==> config.mk <==
export PLATFORM = sky130hd
export DESIGN_NAME = divider
export DESIGN_NICKNAME = d
export VERILOG_FILES = /design/src/rtl/divider_pkg.sv /design/src/rtl/divider.sv
export SDC_FILE = /design/constraint.sdc
export NUM_CORES = 1
export LEC_CHECK = 0
export ABC_AREA = 1
export ABC_CLOCK_PERIOD_IN_PS = 5600
export CORE_UTILIZATION = 45
export DETAILED_ROUTE_END_ITERATION = 10
export GPL_ROUTABILITY_DRIVEN = 0
export PLACE_DENSITY = 0.71
export SYNTH_ARGS = -nofsm -noshare
export SYNTH_HDL_FRONTEND = slang
export SYNTH_SLANG_ARGS = --single-unit
==> constraint.sdc <==
create_clock -name clk -period 5.6 [get_ports clk]
set_input_delay 0.84 -clock clk [delete_from_list [all_inputs] [get_ports clk]]
set_output_delay 0.84 -clock clk [all_outputs]
set_load 0.01 [all_outputs]
==> src/rtl/divider_pkg.sv <==
// Shared constants and state encoding for the multi-cycle MIPS DIV/DIVU unit.
// Combinational only; no timing or flow-control behaviour of its own.
package divider_pkg;

  localparam int DIV_WIDTH = 32;
  localparam int DIV_ITERS = 32;
  localparam int CNT_W     = 6;

  // ALU control codes decoded in the datapath into start/signed_div
  localparam logic [4:0] DIV_CONTROL  = 5'b11010;
  localparam logic [4:0] DIVU_CONTROL = 5'b11011;

  typedef enum logic [1:0] {
    DIV_FREE   = 2'b00,
    DIV_ON     = 2'b01,
    DIV_BYZERO = 2'b10,
    DIV_END    = 2'b11
  } div_state_t;

endpackage

==> src/rtl/divider.sv <==
// Radix-2 restoring divider: remainder to hi_out, quotient to lo_out; 34 cycles start->ready (2 for /0).
// No backpressure: busy stalls the pipeline, start is ignored unless idle, annul abandons the operation.
module divider
  import divider_pkg::*;
#(
  parameter int WIDTH = DIV_WIDTH
) (
  input  logic             clk,
  input  logic             rst,
  input  logic [WIDTH-1:0] a,
  input  logic [WIDTH-1:0] b,
  input  logic             signed_div,
  input  logic             start,
  input  logic             annul,
  output logic             busy,
  output logic             ready,
  output logic [WIDTH-1:0] hi_out,
  output logic [WIDTH-1:0] lo_out
);

  div_state_t         r_state;
  logic [2*WIDTH:0]   r_pr;
  logic [WIDTH-1:0]   r_dvsr;
  logic [CNT_W-1:0]   r_cnt;
  logic               r_neg_q;
  logic               r_neg_r;

  logic               w_neg_a;
  logic               w_neg_b;
  logic [WIDTH-1:0]   w_a_mag;
  logic [WIDTH-1:0]   w_b_mag;
  logic [2*WIDTH:0]   w_shift;
  logic [WIDTH:0]     w_trial;
  logic [2*WIDTH:0]   w_step;
  logic [WIDTH-1:0]   w_quot;
  logic [WIDTH-1:0]   w_rem;
  logic [WIDTH-1:0]   w_quot_fix;
  logic [WIDTH-1:0]   w_rem_fix;

  assign w_neg_a = signed_div & a[WIDTH-1];
  assign w_neg_b = signed_div & b[WIDTH-1];
  assign w_a_mag = w_neg_a ? (~a + 1'b1) : a;
  assign w_b_mag = w_neg_b ? (~b + 1'b1) : b;

  // Upper 33 bits hold the partial remainder, lower 32 the dividend/quotient
  assign w_shift = r_pr << 1;
  assign w_trial = w_shift[2*WIDTH:WIDTH] - {1'b0, r_dvsr};
  assign w_step  = w_trial[WIDTH] ? w_shift : {w_trial, w_shift[WIDTH-1:1], 1'b1};

  assign w_quot     = r_pr[WIDTH-1:0];
  assign w_rem      = r_pr[2*WIDTH-1:WIDTH];
  assign w_quot_fix = r_neg_q ? (~w_quot + 1'b1) : w_quot;
  assign w_rem_fix  = r_neg_r ? (~w_rem + 1'b1) : w_rem;

  // Results and ready are registered on the edge that enters END, so ready is visible during END
  always_ff @(posedge clk) begin
    if (rst) begin
      r_state <= DIV_FREE;
      r_pr    <= '0;
      r_dvsr  <= '0;
      r_cnt   <= '0;
      r_neg_q <= 1'b0;
      r_neg_r <= 1'b0;
      busy    <= 1'b0;
      ready   <= 1'b0;
      hi_out  <= '0;
      lo_out  <= '0;
    end else if (annul) begin
      r_state <= DIV_FREE;
      busy    <= 1'b0;
      ready   <= 1'b0;
    end else begin
      ready <= 1'b0;
      case (r_state)
        DIV_FREE: begin
          if (start) begin
            r_dvsr  <= w_b_mag;
            r_neg_q <= w_neg_a ^ w_neg_b;
            r_neg_r <= w_neg_a;
            r_pr    <= {{(WIDTH+1){1'b0}}, w_a_mag};
            r_cnt   <= '0;
            busy    <= 1'b1;
            r_state <= (b == '0) ? DIV_BYZERO : DIV_ON;
          end
        end
        DIV_ON: begin
          if (r_cnt == CNT_W'(DIV_ITERS)) begin
            hi_out  <= w_rem_fix;
            lo_out  <= w_quot_fix;
            ready   <= 1'b1;
            r_state <= DIV_END;
          end else begin
            r_pr  <= w_step;
            r_cnt <= r_cnt + 1'b1;
          end
        end
        DIV_BYZERO: begin
          hi_out  <= '0;
          lo_out  <= '0;
          ready   <= 1'b1;
          r_state <= DIV_END;
        end
        DIV_END: begin
          busy    <= 1'b0;
          r_state <= DIV_FREE;
        end
        default: begin
          busy    <= 1'b0;
          r_state <= DIV_FREE;
        end
      endcase
    end
  end

endmodule

==> results.toml, run 1 <==
[synthesis]
ys_warn_count = 0
ys_seq_area_frac = 0.265
synth_cell_types = 50
avgSynthCellArea_sq_um = 6.11
async_reset_ff_frac = 0
syn_nets = 2241
ys_ff_latch = 172
synth_area_sq_um = 13000
synth_edf_count = 0
synth_ff_type = "dfxtp_1"
syn_inst = 2129

[pwr]
leakagePower_nw = 6.83
p_int_mw = 2.14
power_density_nw_per_um2 = 211
irDropWorstVdd_v = 0.000213
sequentialPowerShare = 0.407
p_sw_mw = 1.04
switching_share = 0.327
pwr-share-comb = 0.222
power_frac_clock = 0.371

[route]
wl_per_cell_um = 15.3
vias_per_cell = 5.37
routed-via-count = 13997
first_pass_iters = 6
ant_nets = 0
first_iter_violations = 1448
drc = 0
drt-total-wl_um = 39800

[floorplanning]
die_h_um = 172
floorplan.initialDensity = 0.463
die_area_sq_um = 29600
rows = 61
core_area_sq_um = 28100
io_pins = 135
dieWidth_um = 172

[timing]
rsz0062_at_grt = "false"
max_freq_ghz = 0.323
tightestPinTransition_ps = 1230
fin_crit_sh = 0.552
relSlewSlack = 0.179
min_period_ps = 3090
hold_violations = 0
holdWs_ps = 464
fin_setup_tns_ps = 0
drv_slew = 0
finClkSkew_ps = 15.1
finalSetupViolCount = 0

[job]
cap_violations = 0

[critical_path]
crit_family = "buffers and inverters"
worst_setup_path_startpoint = "annul"
crit_buf_inv = 4
worstPathRequired_ps = 5970
critPathSlowestCell = "nand2_2"
path_max_fanout = 50
rr_startpoint = "r_state[0]"
crit_arrival_ps = 3460
critical_path_class = "in -> reg"
cp-start-kind = "input port"
critPathMaxStageDelay_ps = 560
path_cells = "clkdlybuf4s50_1, inv_1, nand3_1, buf_4, o31ai_1, nand2_2, buf_4, nor3_1, nand2_1, nor2_1, nor3_1"
critPathCaptureType = "flop"

[clock_network]
clock_latency_ps = 440
cts_hold_buf = 0
root_buffer = "clkbuf_16"
cts_buffer_depth = 2
clkTransAtPathRegs_ps = 70
clkSinkCount = 172
cts_made_buffers = 17
htree_levels = 4
cts_tree = "built"
post_cts_buffers = 0
cts_resized = 0

[hold_path]
hp-class = "reg -> reg"
min-delay-start = "hi_out[22]"

[placement]
io_buffer_count = 134
dp.final_hpwl_um = 31100

[finish]
syn2layout_area_growth_pct = 16.2
layout.nets = 2326
final_cell_mix = "nand2_1, inv_1, a21oi_1"
drive_above_1_share = 0.0678
layout_commonest_cell = "nand2_1"
num_antenna_cells = 0

[global_route]
grt_pass1_wl_um = 63800
grt_overflow = 0
antenna_found_initial = 0
grt_max_degree = 100
grt_usage = 0.272
grt_pass1_vias = 12595

[outcome]
status = "completed"
-- power by group through the flow --
| stage | clock network, mW | registers [mW] | logic (mW) |
|---|---|---|---|
| 3_5_place_dp | 0 | 1.32 | 0.692 |
| 4_1_cts | 1.19 | 1.30 | 0.696 |
| 5_1_grt | 1.25 | 1.30 | 0.791 |
| 2_1_floorplan | 0 | 1.31 | 0.488 |
| 3_3_place_gp | 0 | 1.32 | 0.684 |
| 6_report | 1.18 | 1.30 | 0.708 |
-- state kept, by name (all words and copies together), names as in the netlist --
register	count
busy	1
hi_out	32
lo_out	32
r_state	2
r_neg_r	1
r_neg_q	1
ready	1
r_dvsr	32
r_pr	64
r_cnt	6
-- worst register-to-register path: stages, from the launching register on --
cell and delay, ps:
dfxtp_1 390, ha_1 180, buf_4 310, inv_1 110, o31ai_1 320, nand2_2 510, buf_4 500, nor3_1 320
nand2_1 100, nor2_1 100, nor3_1 50
-- worst paths after layout --
check	endpoint	slack (ps)	cells past startpoint
max	r_cnt[4]	2510	11
min reg2reg	hi_out[22]	460	2
min	hi_out[22]	460	2
max reg2reg	r_cnt[4]	2590	10
-- synthesized netlist by cell type (2+ instances only) --
library cell  number  share of area
nand4_1           23          0.011
nor2_2             5         0.0024
nor4_1             5         0.0024
nor3b_1            2         0.0012
o21bai_1           8         0.0046
inv_1            291          0.084
a221oi_1           3         0.0020
nand2_1          601           0.17
nand2_4            8         0.0069
a21o_1             2         0.0012
a211oi_1           2         0.0012
clkbuf_1          45          0.013
o31ai_1            2         0.0012
buf_4              2         0.0012
a21oi_4            3         0.0038
nand3b_1          18          0.010
nand2_2           31          0.015
inv_2             11         0.0032
o211ai_1          18          0.010
o21ai_1            8         0.0031
nor3_1            27          0.010
nand3_2           19          0.015
nand3_4            2         0.0027
xor2_1            36          0.024
o41ai_1            2         0.0013
or2_2              6         0.0029
a21oi_2           18          0.012
ha_1              42          0.040
and3_1             3         0.0014
o21ai_0          106          0.041
xnor2_1           19          0.013
dfxtp_1          172           0.26
nand3_1          165          0.064
a31oi_1            5         0.0024
buf_2             19         0.0073
a21oi_1          223          0.086
nor2_1           149          0.043
o221ai_1           2         0.0013
buf_6              4         0.0035
and2_1             3         0.0014
buf_1              6         0.0017
a22oi_1            3         0.0017
o21a_1             2         0.0012
nor3_2             2         0.0015
-- area by class of cell --
| cell class | count | area [sq um] |
|---|---|---|
| repair buffers | 144 | 1410 |
| inverters | 303 | 1140 |
| flip-flops and latches | 172 | 3440 |
| clock inverters | 13 | 134 |
| multi-input cells | 1576 | 8050 |
| well taps | 378 | 473 |
| fillers | 2912 | 13000 |
| clock buffers | 19 | 453 |
-- metrics by stage --
stage               worst slack (ps)  cell area [sq um]  std cells  total power, mW   util
floorplan                       3330              13000       2129             1.80      -
global placement                2140              14500       2573             2.01  0.517
detailed placement              2090              14500       2573             2.01  0.517
CTS                             2560              15100       2605             3.18  0.538
global route                    2210              15100       2605             3.34  0.538
finish                          2510              15100       2605             3.19  0.538
-- metal layers --
| metal | up-vias | routed length (um) | GRT usage |
|---|---|---|---|
| met2 | 525 | 17200 | 0.418 |
| met1 | 6361 | 18700 | 0.385 |
| met4 | 0 | 1240 | 0.0950 |
| met3 | 69 | 2690 | 0.0382 |
| met5 | - | 0 | 0 |
| li1 | 7042 | - | - |
-- cell families after synthesis --
group | Yosys count | synth area share
AND/OR/NAND/NOR | 1069 | 0.364
XOR/XNOR | 55 | 0.0371
flip-flops | 172 | 0.265
buffers and inverters | 381 | 0.116
AO/OA/AOI/OAI | 409 | 0.175
adder cells (fa/ha/maj) | 43 | 0.0420
Power figures use the tool's default switching activity.
==> run 2, diff against run 1 <==
Settings changed: ABC_CLOCK_PERIOD_IN_PS 5600 to 3100.
Clock period 5.6 ns to 3.1 ns, I/O delays scaled along.
==> run 2 against run 1 <==
Total power rose by 87%. Worst hold slack got worse by 110 ps. Die area did not move. Critical endpoint is now r_pr[42].
==> results.toml, run 2 (synthesized netlist as in run 1, its figures left out) <==
[outcome]
status = "completed"

[floorplanning]
floorplan.initialDensity = 0.463
core_area_sq_um = 28100
rows = 61
die_area_sq_um = 29600
io_pins = 135
dieWidth_um = 172
die_h_um = 172

[critical_path]
worstPathRequired_ps = 3390
critPathCaptureType = "flop"
crit_top_cell = "nand2_4"
critPathMaxStageDelay_ps = 410
crit_buf_inv = 2
cp-start-kind = "flop"
critical_path_class = "reg -> reg"
path_cells = "inv_1, ha_1, fa_1, inv_1, nand2_1, nand2_1, nand3_1, nand2_2, nand2_4, nand2_4, nand2_4, nand2_4, nand2_4, nand2_4, nand2_1, nand3_1, a21oi_1"
crit_arrival_ps = 2980
crit_family = "simple AND/OR/NAND/NOR gates"
critPathSlowestCell = "fa_1"
path_max_fanout = 18

[global_route]
grt_usage = 0.274
grt_pass1_wl_um = 64000
grt_max_degree = 72
antenna_found_initial = 0
grt_overflow = 0
grt_pass1_vias = 12481

[route]
ant_nets = 0
drt-total-wl_um = 40300
first_iter_violations = 1380
vias_per_cell = 5.38
drc = 0
first_pass_iters = 6
routed-via-count = 14062
wl_per_cell_um = 15.4

[timing]
finalSetupViolCount = 0
max_freq_ghz = 0.372
drv_slew = 0
finClkSkew_ps = 12.4
hold_violations = 0
tightestPinTransition_ps = 766
fin_crit_sh = 0.867
relSlewSlack = 0.489
rsz0062_at_grt = "false"
min_period_ps = 2690
fin_setup_tns_ps = 0

[clock_network]
post_cts_buffers = 0
cts_hold_buf = 0
clock_latency_ps = 440
cts_tree = "built"
clkSinkCount = 172
htree_levels = 4
cts_buffer_depth = 2
root_buffer = "clkbuf_16"
cts_resized = 0
clkTransAtPathRegs_ps = 70
cts_made_buffers = 17

[pwr]
p_int_mw = 4.05
irDropWorstVdd_v = 0.000454
power_density_nw_per_um2 = 391
p_sw_mw = 1.91
switching_share = 0.320
leakagePower_nw = 6.90
sequentialPowerShare = 0.393
power_frac_clock = 0.388
power_mw = 5.95
pwr-share-comb = 0.218

[finish]
stdcell_count = 2615
largest_register_ffs = 64
regMostFlops = "r_pr"
num_antenna_cells = 0
layout.nets = 2336
syn2layout_area_growth_pct = 17.1
drive_above_1_share = 0.0720
final_cell_mix = "nand2_1, inv_1, a21oi_1"
layout_commonest_cell = "nand2_1"

[hold_path]
hp-class = "in -> reg"

[placement]
placedCellCount = 2583
io_buffer_count = 134
dp.final_hpwl_um = 31100

[job]
cap_violations = 0
run 2: changes by cell type in the layout (fill, tap and decap cells not counted):
| cell | delta |
|---|---|
| clkinv_4 | -2 |
| clkinv_2 | -1 |
| inv_6 | +1 |
| inv_8 | +1 |
| clkinv_8 | -1 |
| bufinv_16 | +2 |
| buf_4 | +10 |
run 2: layout make-up:
type,count,area (sq um)
well taps,378,473
fillers,2801,12900
repair buffers,154,1490
clock inverters,13,175
multi-input cells,1576,8050
flip-flops and latches,172,3440
clock buffers,19,453
inverters,303,1140
run 2: path summary, 6_finish.rpt:
check	from	end	slack, ps	depth (start not counted)
setup / recovery	r_pr[31]	r_pr[42]	410	17
hold / removal	rst	r_pr[15]	350	2
setup reg to reg	r_pr[31]	r_pr[42]	410	17
hold reg to reg	hi_out[30]	hi_out[30]	460	2
run 2: power by group through the flow:
stage	Sequential [mW]	Combinational (mW)	Clock, mW
floorplan	2.37	0.881	0
global placement	2.39	1.26	0
detailed placement	2.39	1.27	0
global route	2.35	1.44	2.42
CTS	2.34	1.28	2.33
finish	2.34	1.30	2.31
run 2: routing by layer:
layer | part of all wire | routed length (um) | track usage
met1 | 0.47 | 18900 | 0.396
met2 | 0.44 | 17700 | 0.421
met3 | 0.065 | 2600 | 0.0291
met4 | 0.028 | 1120 | 0.0877
met5 | 0 | 0 | 0
run 2: metrics by stage:
| stage | area, sq um | hold WS (ps) | utilization | setup slack [ps] |
|---|---|---|---|---|
| 2_1_floorplan | 13000 | 445 | - | 834 |
| 5_1_grt | 15200 | 362 | 0.542 | 161 |
| 3_5_place_dp | 14600 | 455 | 0.519 | 458 |
| 6_report | 15200 | 355 | 0.542 | 411 |
| 3_3_place_gp | 14600 | 452 | 0.519 | 566 |
| 4_1_cts | 15200 | 352 | 0.542 | 442 |
==> run 3, diff against run 2 <==
Settings changed: SETUP_SLACK_MARGIN set to 0.02.
==> results of run 3 <==
The final DEF is identical to that of run 2; final timing and power are the same.
